===== config.mk =====
export PLATFORM = sky130hd
export DESIGN_NAME = gb_lcd_capture
export DESIGN_NICKNAME = d
export VERILOG_FILES = /design/src/rtl/gbvga_pkg.sv /design/src/rtl/gb_sync_edge.sv /design/src/rtl/gb_lcd_capture.sv
export SDC_FILE = /design/constraint.sdc
export NUM_CORES = 1
export LEC_CHECK = 0
export CORE_ASPECT_RATIO = 0.8
export CORE_UTILIZATION = 50
export CTS_CLUSTER_SIZE = 40
export DETAILED_ROUTE_END_ITERATION = 16
export DONT_BUFFER_PORTS = 1
export HOLD_SLACK_MARGIN = 0.15
export PLACE_DENSITY = 0.78
export SETUP_SLACK_MARGIN = 0.1
export SKIP_CTS_REPAIR_TIMING = 1
export SYNTH_ARGS = -nofsm -noshare
export SYNTH_HDL_FRONTEND = slang
export SYNTH_HIERARCHICAL = 1
export SYNTH_SLANG_ARGS = --single-unit

===== constraint.sdc =====
create_clock -name clk -period 3.3 [get_ports clk]
set_clock_uncertainty 0.05 [all_clocks]
set_input_delay 0.495 -clock clk [delete_from_list [all_inputs] [get_ports clk]]
set_output_delay 0.495 -clock clk [all_outputs]
set_load 0.01 [all_outputs]

===== src/rtl/gbvga_pkg.sv =====
// Shared constants and types for the Game Boy LCD capture and VGA scan-out path.
package gbvga_pkg;

  localparam int unsigned GB_H_PIXELS = 160;
  localparam int unsigned GB_V_LINES  = 144;
  localparam int unsigned FB_ADDR_W   = 15;

  typedef logic [1:0] pixel_t;

  typedef enum logic [0:0] {
    WAIT_FRAME = 1'b0,
    ACTIVE     = 1'b1
  } cap_state_t;

endpackage


===== src/rtl/gb_sync_edge.sv =====
// Multi-flop synchronizer for one async level with combinational rise/fall detect.
module gb_sync_edge #(
  parameter int unsigned STAGES = 2
) (
  input  logic clk,
  input  logic rst_n,
  input  logic din,
  output logic rise_c,
  output logic fall_c
);

  logic [STAGES-1:0] sync;
  logic              hist;

  always_ff @(posedge clk or negedge rst_n) begin
    if (!rst_n) begin
      sync <= '0;
      hist <= 1'b0;
    end else begin
      sync <= {sync[STAGES-2:0], din};
      hist <= sync[STAGES-1];
    end
  end

  assign rise_c = sync[STAGES-1] & ~hist;
  assign fall_c = ~sync[STAGES-1] & hist;

endmodule


===== src/rtl/gb_lcd_capture.sv =====
// Captures the GB LCD pixel stream into framebuffer writes (addr = y*H_PIXELS + x).
// Define GB_CAPTURE_DOUBLE_BUFFER_EN for a ping-pong framebuffer with a bank output.
module gb_lcd_capture
  import gbvga_pkg::*;
#(
  parameter int unsigned H_PIXELS    = GB_H_PIXELS,
  parameter int unsigned V_LINES     = GB_V_LINES,
  parameter int unsigned ADDR_W      = FB_ADDR_W,
  parameter int unsigned SYNC_STAGES = 2
) (
  input  logic              clk,
  input  logic              rst_n,
  input  logic              gb_clk,
  input  logic              gb_hsync,
  input  logic              gb_vsync,
  input  logic [1:0]        gb_data,
  output logic              wr_en,
`ifdef GB_CAPTURE_DOUBLE_BUFFER_EN
  output logic [ADDR_W:0]   wr_addr,
  output logic              bank,
`else
  output logic [ADDR_W-1:0] wr_addr,
`endif
  output pixel_t            wr_data,
  output logic              frame_done,
  output logic              line_err,
  output logic              capturing
);

  localparam int unsigned X_W = $clog2(H_PIXELS + 1);
  localparam int unsigned Y_W = $clog2(V_LINES);
`ifdef GB_CAPTURE_DOUBLE_BUFFER_EN
  localparam int unsigned OUT_W = ADDR_W + 1;
`else
  localparam int unsigned OUT_W = ADDR_W;
`endif

  localparam logic [X_W-1:0]    X_END    = X_W'(H_PIXELS);
  localparam logic [X_W-1:0]    X_LAST   = X_W'(H_PIXELS - 1);
  localparam logic [Y_W-1:0]    Y_LAST   = Y_W'(V_LINES - 1);
  localparam logic [ADDR_W-1:0] ROW_STEP = ADDR_W'(H_PIXELS);

  logic px_fall_c, px_rise_c;
  logic hs_rise_c, hs_fall_c;
  logic vs_rise_c, vs_fall_c;
  logic unused_edges;

  gb_sync_edge #(.STAGES(SYNC_STAGES)) u_clk_sync (
    .clk    (clk),
    .rst_n  (rst_n),
    .din    (gb_clk),
    .rise_c (px_rise_c),
    .fall_c (px_fall_c)
  );

  gb_sync_edge #(.STAGES(SYNC_STAGES)) u_hs_sync (
    .clk    (clk),
    .rst_n  (rst_n),
    .din    (gb_hsync),
    .rise_c (hs_rise_c),
    .fall_c (hs_fall_c)
  );

  gb_sync_edge #(.STAGES(SYNC_STAGES)) u_vs_sync (
    .clk    (clk),
    .rst_n  (rst_n),
    .din    (gb_vsync),
    .rise_c (vs_rise_c),
    .fall_c (vs_fall_c)
  );

  assign unused_edges = ^{px_rise_c, hs_fall_c, vs_fall_c};

  // Data goes through the same depth so it lines up with the synced pixel clock.
  logic [SYNC_STAGES-1:0][1:0] data_sync;
  logic   px_ev, hs_ev, vs_ev;
  pixel_t px_data;

  always_ff @(posedge clk or negedge rst_n) begin
    if (!rst_n) begin
      data_sync <= '0;
      px_ev     <= 1'b0;
      hs_ev     <= 1'b0;
      vs_ev     <= 1'b0;
      px_data   <= '0;
    end else begin
      data_sync <= {data_sync[SYNC_STAGES-2:0], gb_data};
      px_ev     <= px_fall_c;
      hs_ev     <= hs_rise_c;
      vs_ev     <= vs_rise_c;
      if (px_fall_c) px_data <= data_sync[SYNC_STAGES-1];
    end
  end

  cap_state_t        state, state_n;
  logic [X_W-1:0]    x, x_n;
  logic [Y_W-1:0]    y, y_n;
  logic [ADDR_W-1:0] addr, addr_n;
  logic [ADDR_W-1:0] row_base, row_n;
  logic              done_pend, done_pend_n;
  logic              wr_en_n;
  logic [OUT_W-1:0]  wr_addr_n;
  pixel_t            wr_data_n;
  logic              frame_done_n;
  logic              line_err_n;
`ifdef GB_CAPTURE_DOUBLE_BUFFER_EN
  logic              bank_n;
`endif

  always_ff @(posedge clk or negedge rst_n) begin
    if (!rst_n) begin
      state      <= WAIT_FRAME;
      x          <= '0;
      y          <= '0;
      addr       <= '0;
      row_base   <= '0;
      done_pend  <= 1'b0;
      wr_en      <= 1'b0;
      wr_addr    <= '0;
      wr_data    <= '0;
      frame_done <= 1'b0;
      line_err   <= 1'b0;
      capturing  <= 1'b0;
`ifdef GB_CAPTURE_DOUBLE_BUFFER_EN
      bank       <= 1'b0;
`endif
    end else begin
      state      <= state_n;
      x          <= x_n;
      y          <= y_n;
      addr       <= addr_n;
      row_base   <= row_n;
      done_pend  <= done_pend_n;
      wr_en      <= wr_en_n;
      wr_addr    <= wr_addr_n;
      wr_data    <= wr_data_n;
      frame_done <= frame_done_n;
      line_err   <= line_err_n;
      capturing  <= (state_n == ACTIVE);
`ifdef GB_CAPTURE_DOUBLE_BUFFER_EN
      bank       <= bank_n;
`endif
    end
  end

  // Per cycle: vsync restart, else hsync line advance, then pixel at the updated position.
  always_comb begin
    state_n      = state;
    x_n          = x;
    y_n          = y;
    addr_n       = addr;
    row_n        = row_base;
    done_pend_n  = 1'b0;
    wr_en_n      = 1'b0;
    wr_addr_n    = wr_addr;
    wr_data_n    = wr_data;
    frame_done_n = done_pend;
    line_err_n   = line_err;
`ifdef GB_CAPTURE_DOUBLE_BUFFER_EN
    bank_n       = bank ^ done_pend;
`endif
    case (state)
      WAIT_FRAME: begin
        if (vs_ev) begin
          state_n    = ACTIVE;
          x_n        = '0;
          y_n        = '0;
          addr_n     = '0;
          row_n      = '0;
          line_err_n = 1'b0;
        end
      end
      ACTIVE: begin
        if (vs_ev) begin
          x_n        = '0;
          y_n        = '0;
          addr_n     = '0;
          row_n      = '0;
          line_err_n = 1'b0;
        end else if (hs_ev) begin
          if (y == Y_LAST) begin
            line_err_n = 1'b1;
            state_n    = WAIT_FRAME;
          end else begin
            x_n    = '0;
            y_n    = y + Y_W'(1);
            row_n  = row_base + ROW_STEP;
            addr_n = row_base + ROW_STEP;
          end
        end
        if (px_ev && (state_n == ACTIVE)) begin
          if (x_n != X_END) begin
            wr_en_n   = 1'b1;
`ifdef GB_CAPTURE_DOUBLE_BUFFER_EN
            wr_addr_n = {~bank, addr_n};
`else
            wr_addr_n = addr_n;
`endif
            wr_data_n = px_data;
            if ((x_n == X_LAST) && (y_n == Y_LAST)) begin
              done_pend_n = 1'b1;
              state_n     = WAIT_FRAME;
            end
            addr_n = addr_n + ADDR_W'(1);
            x_n    = x_n + X_W'(1);
          end else begin
            line_err_n = 1'b1;
          end
        end
      end
    endcase
  end

endmodule


==> Yosys cells after proc, flatten, opt, wreduce, memory -nomap -nowiden <==
Cells that the tools add are included.
{ "word_totals": {"reg_bits": 86, "in_bits": 7, "output_inout_bits": 21, "elab_cells": 93} }
{ "classes": {"add_sub_neg": 4, "eq_ne": 7, "n_mux": 48, "bitwise_logic": 7, "n_reduce_logical": 4} }
{ "op_table": {"columns": ["operator", "n"], "rows": [
  ["15-bit two-way mux", 10],
  ["8-bit two-way mux", 11],
  ["15-bit one-hot mux with 2 select lines", 2],
  ["8-bit one-hot mux with 2 select lines", 2],
  ["8-bit == test (second input constant)", 3],
  ["1-bit two-way mux", 21],
  ["8-bit by 1-bit adder with 8-bit output (second input constant)", 2],
  ["15-bit by 1-bit adder with 15-bit output (second input constant)", 1],
  ["15-bit by 8-bit adder with 15-bit output (second input constant)", 1],
  ["8-bit inequality test (second input constant)", 1],
  ["3-bit inequality test (second input constant)", 2],
  ["3-bit AND reduction", 2],
  ["1-bit NOT", 4],
  ["1-bit one-hot mux with 2 select lines", 2],
  ["1-bit AND", 3],
  ["1-bit logical AND", 2],
  ["2-bit inequality test (second input constant)", 1]
]} }

==> Longest topological paths before layout <==
Gate-level depths: netlist of run 1.
{ "logic_depth": {"depth_word": 11, "ltp_mapped": 16, "mapped_depth_nobuf": 12} }

==> Modules after synthesis <==
The synthesis of run 1 kept the hierarchy.
{ "modules_own_cells": {"columns": ["mod", "n_inst", "cells_per_inst", "area_each_um2", "seq_area_each_um2"], "rows": [
  ["gb_lcd_capture", 1, 420, 3936.3, 1801.7],
  ["gb_sync_edge", 3, 5, 90.1, 75.1]
]} }

==> Worst setup path after synthesis of run 1 <==
OpenSTA, ideal clock, no wires.
{ "synth_path": {"path_type": "register to register", "start": "register y[6]", "end": "register addr[14]", "setup_time_ns": 0.132, "arrival_time_ns": 3.411, "required_time_ns": 3.118, "slack_ns": -0.293, "stages_incl_launch_ff": 15, "n_path_buf": 3, "synth_period_minus_slack_ns": 3.593, "path_cell_list": "dfrtp_1 buf_6 or4b_4 o21ai_4 buf_2 buf_2 and3_1 inv_1 ha_1 nand3b_1 o31a_1 nand4_1 nor4_2 a21oi_1 or3b_1"} }
{ "synth_via": {"elab_chain_len": 9, "word_cells_on_any_way": 19, "cone_classes": "1 x add/sub; 2 x eq/ne; 15 x mux; 1 x reduce/logical"} }
{ "synth_rtl": {"columns": ["item", "line", "text"], "rows": [
  ["from (decl)", "gb_lcd_capture.sv:97", "logic [Y_W-1:0] y, y_n;"],
  ["from (signal assigned)", "gb_lcd_capture.sv:130", "y <= y_n;"],
  ["8-bit == test (*)", "gb_lcd_capture.sv:181", "if (y == Y_LAST) begin"],
  ["15-bit two-way mux / 8-bit two-way mux (equally long branches)", "gb_lcd_capture.sv:181", null],
  ["15-bit two-way mux / 8-bit two-way mux (equally long branches)", "gb_lcd_capture.sv:180", "end else if (hs_ev) begin"],
  ["15-bit two-way mux / 8-bit two-way mux (equally long branches)", "gb_lcd_capture.sv:174", "if (vs_ev) begin"],
  ["15-bit two-way mux / 8-bit two-way mux (equally long branches)", "gb_lcd_capture.sv:162", "case (state)"],
  ["15-bit by 1-bit adder with 15-bit output / 8-bit inequality test (equally long branches)", "gb_lcd_capture.sv:204, gb_lcd_capture.sv:192", null],
  ["15-bit two-way mux", "gb_lcd_capture.sv:192", "if (x_n != X_END) begin"],
  ["15-bit two-way mux (*)", "gb_lcd_capture.sv:191", "if (px_ev && (state_n == ACTIVE)) begin"],
  ["15-bit one-hot mux with 2 select lines (*)", "gb_lcd_capture.sv:162", null],
  ["to (signal assigned)", "gb_lcd_capture.sv:131", "addr <= addr_n;"],
  ["to (decl)", "gb_lcd_capture.sv:98", "logic [ADDR_W-1:0] addr, addr_n;"]
]} }
Mark *: on every way between the ends. The rest lies on a longest branch, timed or not. The select of a mux whose other input is x is not followed.
A chain may end at the register's enable or synchronous reset.

==> Worst setup path after layout of run 1 <==
Same ends and word-level chain as after synthesis.

==> metrics.yaml, run 1 <==
job:
  cap_viol_max_count: 0
global_routing:
  antenna_found_initial: 0
  grt_util_all_layers_pct: 22.7
  grt_max_degree: 82
  grt_pass1_wl_um: 15700
  grt-ovfl-total: 0
  grt_pass1_vias: 3262
power_and_ir_drop:
  seqPwrFrac_pct: 52.1
  power.switching_w: 0.000719
  switching_share_pct: 30.9
  p_int_w: 0.00161
  peakVddDrop_v: 0.000321
  power_w: 0.00233
  clock_power_share_pct: 32.8
  power_density_nw_per_um2: 495
  leakage_nw: 2.00
  power_frac_comb_pct: 15.2
detailed_routing:
  wire_per_inst_um: 17.0
  via_per_inst: 6.16
  firstDrtPassIters: 4
  drt_iter0_markers: 262
  ant_nets: 0
  drcViolationCount: 0
  finalWirelength_um: 9480
  vias: 3433
final_layout:
  final_cells: 557
  drive_above_1_share_pct: 14.5
  multi_input_area_um2: 2050
  finalNetCount: 456
  fillers: 670
  antennaDiodeCount: 0
  regArea_um2: 2030
  final_cell_mix: "dfrtp_1, nor2_1, nand2_1"
  final_core_util_pct: 58.7
  final_common_cell: "dfrtp_1"
  syn_to_final_growth_pct: 12.4
timing:
  rsz0062_at_grt: "yes"
  relSlewSlack_pct: 53.8
  final_max_slew_viol_count: 0
  period_needed_ps: 3140
  setup_viol: 0
  finalCritPeriodShare_pct: 95.3
  fmax_ghz: 0.318
  tightest_slew_ps: 690
  finalHoldViolCount: 0
synthesis:
  syn_area_per_cell_um2: 9.68
  synth_area_um2: 4180
  synth.net_count: 444
  syn_inst: 432
  synth.yosys.warnings: 6
worst_setup_path:
  cp.required_ps: 3500
  setup.worst_path.end_class: "register"
  slowest_stage: "or4b_4"
  worstPathArrival_ps: 3340
  cp-start-kind: "register"
  critPathMaxStageDelay_ps: 590
  critical_path_class: "register to register"
  worst-path-max-fanout: 6
  path_cells: "or4b_4 -> o21ai_4 -> and3_4 -> inv_2 -> ha_4 -> nand3b_1 -> o31a_1 -> nand4_1 -> buf_4 -> nor4_4 -> a21oi_1 -> or3b_1"
cts:
  htreeDepth: 3
  root_buffer: "clkbuf_8"
  clk_latency_ps: 370
  cts_tree: "yes"
  clockBufferDepth: 2
  cts_sinks: 81
  clk_pin_slew_ps: 90
  cts_made_buffers: 9
placement:
  dpl.cell_count: 531
  place.gp.congestion: 0.899
  dpl.hpwl_um: 6280
  io_buffers: 0
die:
  start_util_pct: 52.2
  num_rows: 29
  io_pins: 28
  coreArea_um2: 8020
  fp.dieW_um: 104
  fp.dieH_um: 83.8
  die-area_um2: 8740
run_status:
  outcome: "completed"
hold_path:
  min_path_type: "register to register"
==> registers in the layout, summed over array words and instances (netlist names), 4 cells and up <==
signal and count:
addr 15, row_base 10, data_sync 4, y 8, x 8, wr_addr 15
==> path summary, 6_finish.rpt <==
check	from	end	slack, ps	cells past startpoint
setup / recovery	y[6]	addr[14]	160	12
hold / removal	u_hs_sync/sync[0]	u_hs_sync/sync[1]	300	0
setup reg to reg	y[6]	addr[14]	160	12
hold reg to reg	u_hs_sync/sync[0]	u_hs_sync/sync[1]	300	0
max in group asynchronous	rst_n	row_base[7]	2250	2
min in group asynchronous	rst_n	wr_en	620	2
==> final cells by class <==
class / instances / share of cell area, %
multi-input cells: 315 / 43.5
repair buffers: 27 / 5.32
inverters: 10 / 0.798
clock inverters: 7 / 1.76
clock buffers: 9 / 2.63
flip-flops and latches: 81 / 43.1
well taps: 108 / 2.87
==> routing by layer <==
layer | global-route usage (%) | wire, µm | up-vias
li1 | - | - | 1597
met1 | 31.2 | 4330 | 1694
met2 | 34.9 | 4390 | 123
met3 | 6.25 | 601 | 19
met4 | 7.27 | 168 | 0
met5 | 0 | 0 | -
==> power groups by stage <==
stage	Sequential (W)	Combinational, W	Clock (W)
after floorplan	0.00118	0.000279	0
after global placement	0.00123	0.000306	0
after detailed placement	0.00123	0.000316	0
after CTS	0.00121	0.000318	0.000779
after global routing	0.00123	0.000393	0.000817
final	0.00121	0.000353	0.000763
==> worst max-delay path, delay by kind of cell (launching register included) <==
family | cells | cell delay, ps
fa+ha+maj | 1 | 140
simple gates | 6 | 1650
compound gates | 3 | 580
buf+inv | 2 | 230
flops | 1 | 380
==> through the flow <==
| stage | area [µm²] | hold slack [ps] | worst slack, ps | TNS [ps] |
|---|---|---|---|---|
| 3_3_place_gp | 4370 | 151 | 220 | 0 |
| 2_1_floorplan | 4210 | 149 | -26.2 | -26.2 |
| 4_1_cts | 4570 | -250 | 34.5 | 0 |
| 3_5_place_dp | 4370 | 151 | 55.6 | 0 |
| 5_1_grt | 4700 | 314 | 23.9 | 0 |
| 6_report | 4700 | 297 | 156 | 0 |
Power figures use the tool's default switching activity.
==> run 2: changes to the inputs <==
--- a/config.mk
+++ b/config.mk
@@ -10,6 +10,7 @@
 export CTS_CLUSTER_SIZE = 40
 export DETAILED_ROUTE_END_ITERATION = 16
 export DONT_BUFFER_PORTS = 1
+export GPL_TIMING_DRIVEN = 0
 export HOLD_SLACK_MARGIN = 0.15
 export PLACE_DENSITY = 0.78
 export SETUP_SLACK_MARGIN = 0.1
==> metrics.yaml, run 2 (synthesized netlist as in run 1, its figures left out) <==
final_layout:
  finalNetCount: 486
  regArea_um2: 2030
  largestRegisters: "addr (15), wr_addr (15), row_base (10)"
  final_core_util_pct: 62.4
  multi_input_area_um2: 2160
  final_cells: 586
  drive_above_1_share_pct: 17.2
  antennaDiodeCount: 0
  syn_to_final_growth_pct: 19.6
  stdcell_area_um2: 5000
  final_common_cell: "dfrtp_1"
  fillers: 618
  final_cell_mix: "dfrtp_1, nor2_1, nand2_1"
die:
  num_rows: 29
  fp.dieW_um: 104
  die-area_um2: 8740
  coreArea_um2: 8020
  start_util_pct: 52.2
  io_pins: 28
  fp.dieH_um: 83.8
global_routing:
  grt_util_all_layers_pct: 24.0
  grt_max_degree: 82
  grt_pass1_vias: 3303
  grt_pass1_wl_um: 16500
  grt-ovfl-total: 0
  antenna_found_initial: 0
timing:
  finalCritPeriodShare_pct: 104
  period_needed_ps: 3430
  fmax_ghz: 0.292
  setup_viol: 5
  relSlewSlack_pct: 24.8
  tightest_slew_ps: 1100
  tns_ps: -337
  rsz0062_at_grt: "yes"
  finalHoldViolCount: 0
  final_max_slew_viol_count: 0
  setup_ws_ps: -125
cts:
  clk_pin_slew_ps: 80
  cts_made_buffers: 9
  htreeDepth: 3
  root_buffer: "clkbuf_8"
  clockBufferDepth: 2
  cts_tree: "yes"
  cts_sinks: 81
  clk_latency_ps: 360
job:
  cap_viol_max_count: 0
worst_setup_path:
  setup.worst_path.end_class: "register"
  cp-start-kind: "register"
  critical_path_class: "register to register"
  reg2reg_depth: 15
  r2r_slack_ps: -130
  cp_common_cell: "buf_6"
  startpoint: "y[6]"
  critPathTopFamily: "simple AND/OR/NAND/NOR gates"
  r2r_end: "addr[14]"
  slowest_stage: "or4b_4"
  cp.required_ps: 3490
  r2r-start: "y[6]"
  critPathMaxStageDelay_ps: 580
  worstPathArrival_ps: 3610
  worst-path-max-fanout: 7
  path_cells: "buf_6 -> or4b_4 -> o21ai_4 -> buf_6 -> buf_8 -> and3_4 -> inv_2 -> ha_4 -> nand3b_1 -> o31a_1 -> nand4_1 -> buf_6 -> nor4_4 -> a21oi_1 -> or3b_1"
  path_depth: 15
  cp-endpoint: "addr[14]"
  path_buf_inv: 5
detailed_routing:
  via_per_inst: 6.27
  wire_per_inst_um: 17.9
  drcViolationCount: 0
  finalWirelength_um: 10500
  vias: 3672
  ant_nets: 0
  drt_iter0_markers: 368
  firstDrtPassIters: 5
power_and_ir_drop:
  power_density_nw_per_um2: 492
  peakVddDrop_v: 0.000440
  leakage_nw: 2.10
placement:
  dpl.hpwl_um: 6910
  placed_area_um2: 4350
  place.gp.congestion: 0.893
  dpl.cell_count: 540
  io_buffers: 0
run_status:
  outcome: "finished, violations left"
  violations: "negative setup slack"
hold_path:
  min_path_type: "register to register"
  hold_depth: 0
==> run 2: worst reg2reg max path: stages (launching register included) <==
cell and delay [ps]:
dfrtp_1 380, buf_6 130, or4b_4 580, o21ai_4 210
buf_6 140, buf_8 110, and3_4 190, inv_2 50
ha_4 140, nand3b_1 160, o31a_1 240, nand4_1 150
buf_6 160, nor4_4 180, a21oi_1 100, or3b_1 350
==> run 2: how the worst min path moves through the flow <==
stage	start	end	slack (ps)
global placement	rst_n	wr_addr[1]	150
floorplan	rst_n	addr[0]	150
CTS	rst_n	wr_data[1]	-240
detailed placement	rst_n	wr_addr[1]	150
global route	data_sync[0]	data_sync[2]	310
finish	done_pend	frame_done	300
==> run 2: stage by stage <==
| stage | power, W | hold WS [ps] | setup slack, ps |
|---|---|---|---|
| floorplan | 0.00146 | 149 | -26.2 |
| global placement | 0.00153 | 151 | -792 |
| detailed placement | 0.00155 | 151 | -791 |
| CTS | 0.00239 | -239 | -808 |
| global route | 0.00257 | 312 | -201 |
| finish | 0.00246 | 302 | -125 |
==> run 2: per-layer routing <==
metal  vias up  part of all wire, %  routed length [µm]  global-route usage, %
met1      1825                   44                4650                   33.8
met3        26                  7.5                 785                   5.39
met2       162                   46                4860                   36.8
met4         0                  2.0                 211                   7.66
met5         -                    0                   0                      0
li1       1659                    -                   -                      -
==> run 2: power breakdown <==
part           switching (W)  leakage [nW]  internal [W]
clock network       0.000351         0.109      0.000498
registers          0.0000960          1.05       0.00109
logic               0.000259         0.938      0.000169
total               0.000706          2.10       0.00176
==> run 2: cell type report <==
| type | count | share of cell area (%) |
|---|---|---|
| Sequential cell | 81 | 40.5 |
| Multi-Input combinational cell | 315 | 43.2 |
| Clock inverter | 5 | 2.10 |
| Timing Repair Buffer | 31 | 5.43 |
| Tap cell | 108 | 2.70 |
| Clock buffer | 10 | 2.55 |
| Inverter | 10 | 0.750 |
| Buffer | 26 | 2.73 |
==> RTL change, RTL diff (flow settings as in run 1) <==
`GB_V_LINES`: 144 -> 72.
--- a/src/rtl/gbvga_pkg.sv
+++ b/src/rtl/gbvga_pkg.sv
@@ -3,5 +3,5 @@
 
   localparam int unsigned GB_H_PIXELS = 160;
-  localparam int unsigned GB_V_LINES  = 144;
+  localparam int unsigned GB_V_LINES  = 72;
   localparam int unsigned FB_ADDR_W   = 15;
 
Formal check against the unedited RTL: same outputs for any inputs over 10 cycles, from zero or initial values and one cycle with rst_n low; that may be too few to reach the edited logic, so the function may still have changed.
==> RTL change against run 1 <==
Total power shrank 5.9%. Setup slack gained 0.088 ns. Wire length grew 3.6%. Critical path type unchanged. Combinational power shrank 20%. Cell area shrank 4.8%. Sequential cell count shrank 1. Synthesized area shrank 3.7%. Critical path depth is the same.
==> RTL change: results (changes against run 1) <==
Cells and area:
- The fill cell total of the finished layout is 635 (was 670).
- Registers with the most flip-flops: addr x15, wr_addr x15, row_base x10 (unchanged).
- The antenna cell count is 0 (unchanged).
- The fraction of layout cells with a size suffix above 1 came to 12.4% (was 14.5%).
- The number of nets in the layout is 452 (was 456).

Worst setup path:
- The maximum net fanout on the critical path is 6 (unchanged).
- The family with the most delay on the worst path is simple AND/OR/NAND/NOR gates (unchanged).
- The launching instance or port of the critical path is y[5]$_DFFE_PN0P_ (was y[6]$_DFFE_PN0P_).
- The maximum single-stage delay on the critical path came to 0.57 ns (was 0.59 ns).

Clock tree:
- The number of buffers added by the clock tree synthesis step was 9 (unchanged).
- The clock transition at the registers of the reported paths was 0.09 ns (about the same).
- The number of buffers between clock root and the deepest sink is 2 (unchanged).
- The H-tree depth reported by CTS is 3 (unchanged).
- The buffer type at the clock tree root is sky130_fd_sc_hd__clkbuf_8 (unchanged).

Placement:
- The half-perimeter wire length after placement was 6700 um (was 6280 um).
- The last weighted congestion value of the routability-driven placer came to 0.957 (was 0.899).
- The worst-case setup slack after placement is 0.161 ns (was 0.0556 ns).

Detailed routing:
- The iteration-0 DRC count of the detailed router was 275 (was 262).
- The total via count in the routed design was 3418 (was 3433).
- The routed wire length is 9830 um (was 9480 um).
- The first-pass iteration count of the detailed router is 5 (was 4).

Pwr:
- The internal power of the cells came to 1.53 mW (was 1.61 mW).
- The worst voltage drop across the vdd grid came to 0.304 mV (was 0.321 mV).
- The leakage power of the design is 1.94 nW (was 2.00 nW).

Run status:
- Status: finished clean (unchanged).

Global routing:
- The pin count of the biggest net entering global routing is 81 (was 82).
- The number of antenna violations at the first check in global routing is 0 (unchanged).
- The total global-route track usage is 24.2% (was 22.7%).
- The number of global-route vias before repair is 2921 (was 3262).
- The first-pass GRT wire length is 15300 um (was 15700 um).

Hold path:
- The startpoint of the lowest-slack hold path is u_hs_sync/sync[0]$_DFF_PN0_ (unchanged).
- The worst hold path class is reg2reg (unchanged).

STA:
- The slew at the pin closest to its max-slew limit is 0.676 ns (was 0.690 ns).

Job:
- The number of max-cap violations is 0 (unchanged).

Logic synthesis:
- The number of warnings reported in the yosys synthesis log is 6 (unchanged).
## RTL change: worst reg2reg max path: cells and delay by family, from the launching register on
kind,cells,cell delay (ns)
DFF,1,0.45
adders and majority gates,1,0.19
AOI/OAI and AO/OA,4,0.96
and+or+nand+nor,6,1.23
buffers and inverters,1,0.07
## RTL change: path summary, 6_finish.rpt
path	end	slack, ns	cells after the start
setup / recovery	addr[12]$_DFFE_PN0P_	0.24	12
max in group asynchronous	addr[7]$_DFFE_PN0P_	2.25	2
min in group asynchronous	y[5]$_DFFE_PN0P_	0.64	2
hold / removal	u_hs_sync/sync[1]$_DFF_PN0_	0.30	0
hold reg to reg	u_hs_sync/sync[1]$_DFF_PN0_	0.30	0
setup reg to reg	addr[12]$_DFFE_PN0P_	0.24	12
## RTL change: metrics by stage
step	instances	instance area, sq um	util [%]
6_report	550	4480	58.9
5_1_grt	550	4480	58.9
4_1_cts	542	4360	57.3
3_5_place_dp	526	4160	54.7
3_3_place_gp	526	4160	54.7
2_1_floorplan	435	4070	-
## RTL change: layout make-up
cell class	count	share of cell area [%]
flip-flops and latches	80	44.7
multi-input cells	320	42.9
repair buffers	20	4.14
well taps	105	2.93
clock buffers	9	2.77
clock inverters	7	1.73
inverters	9	0.755
## RTL change: power groups by stage
stage	logic, mW	registers (mW)	clock network, mW
2_1_floorplan	0.204	1.15	0
3_3_place_gp	0.240	1.18	0
3_5_place_dp	0.251	1.18	0
4_1_cts	0.252	1.16	0.754
5_1_grt	0.316	1.18	0.790
6_report	0.284	1.16	0.743
## RTL change: per-layer routing
metal  part of all wire, %  up-vias  routed length (um)  track usage [%]
met1                    45     1671                4460             34.7
met4                   1.6        0                 160             7.14
met3                   7.7       26                 758             6.14
met2                    45      154                4450             36.2
li1                      -     1567                   -                -
met5                     0        -                   0                0
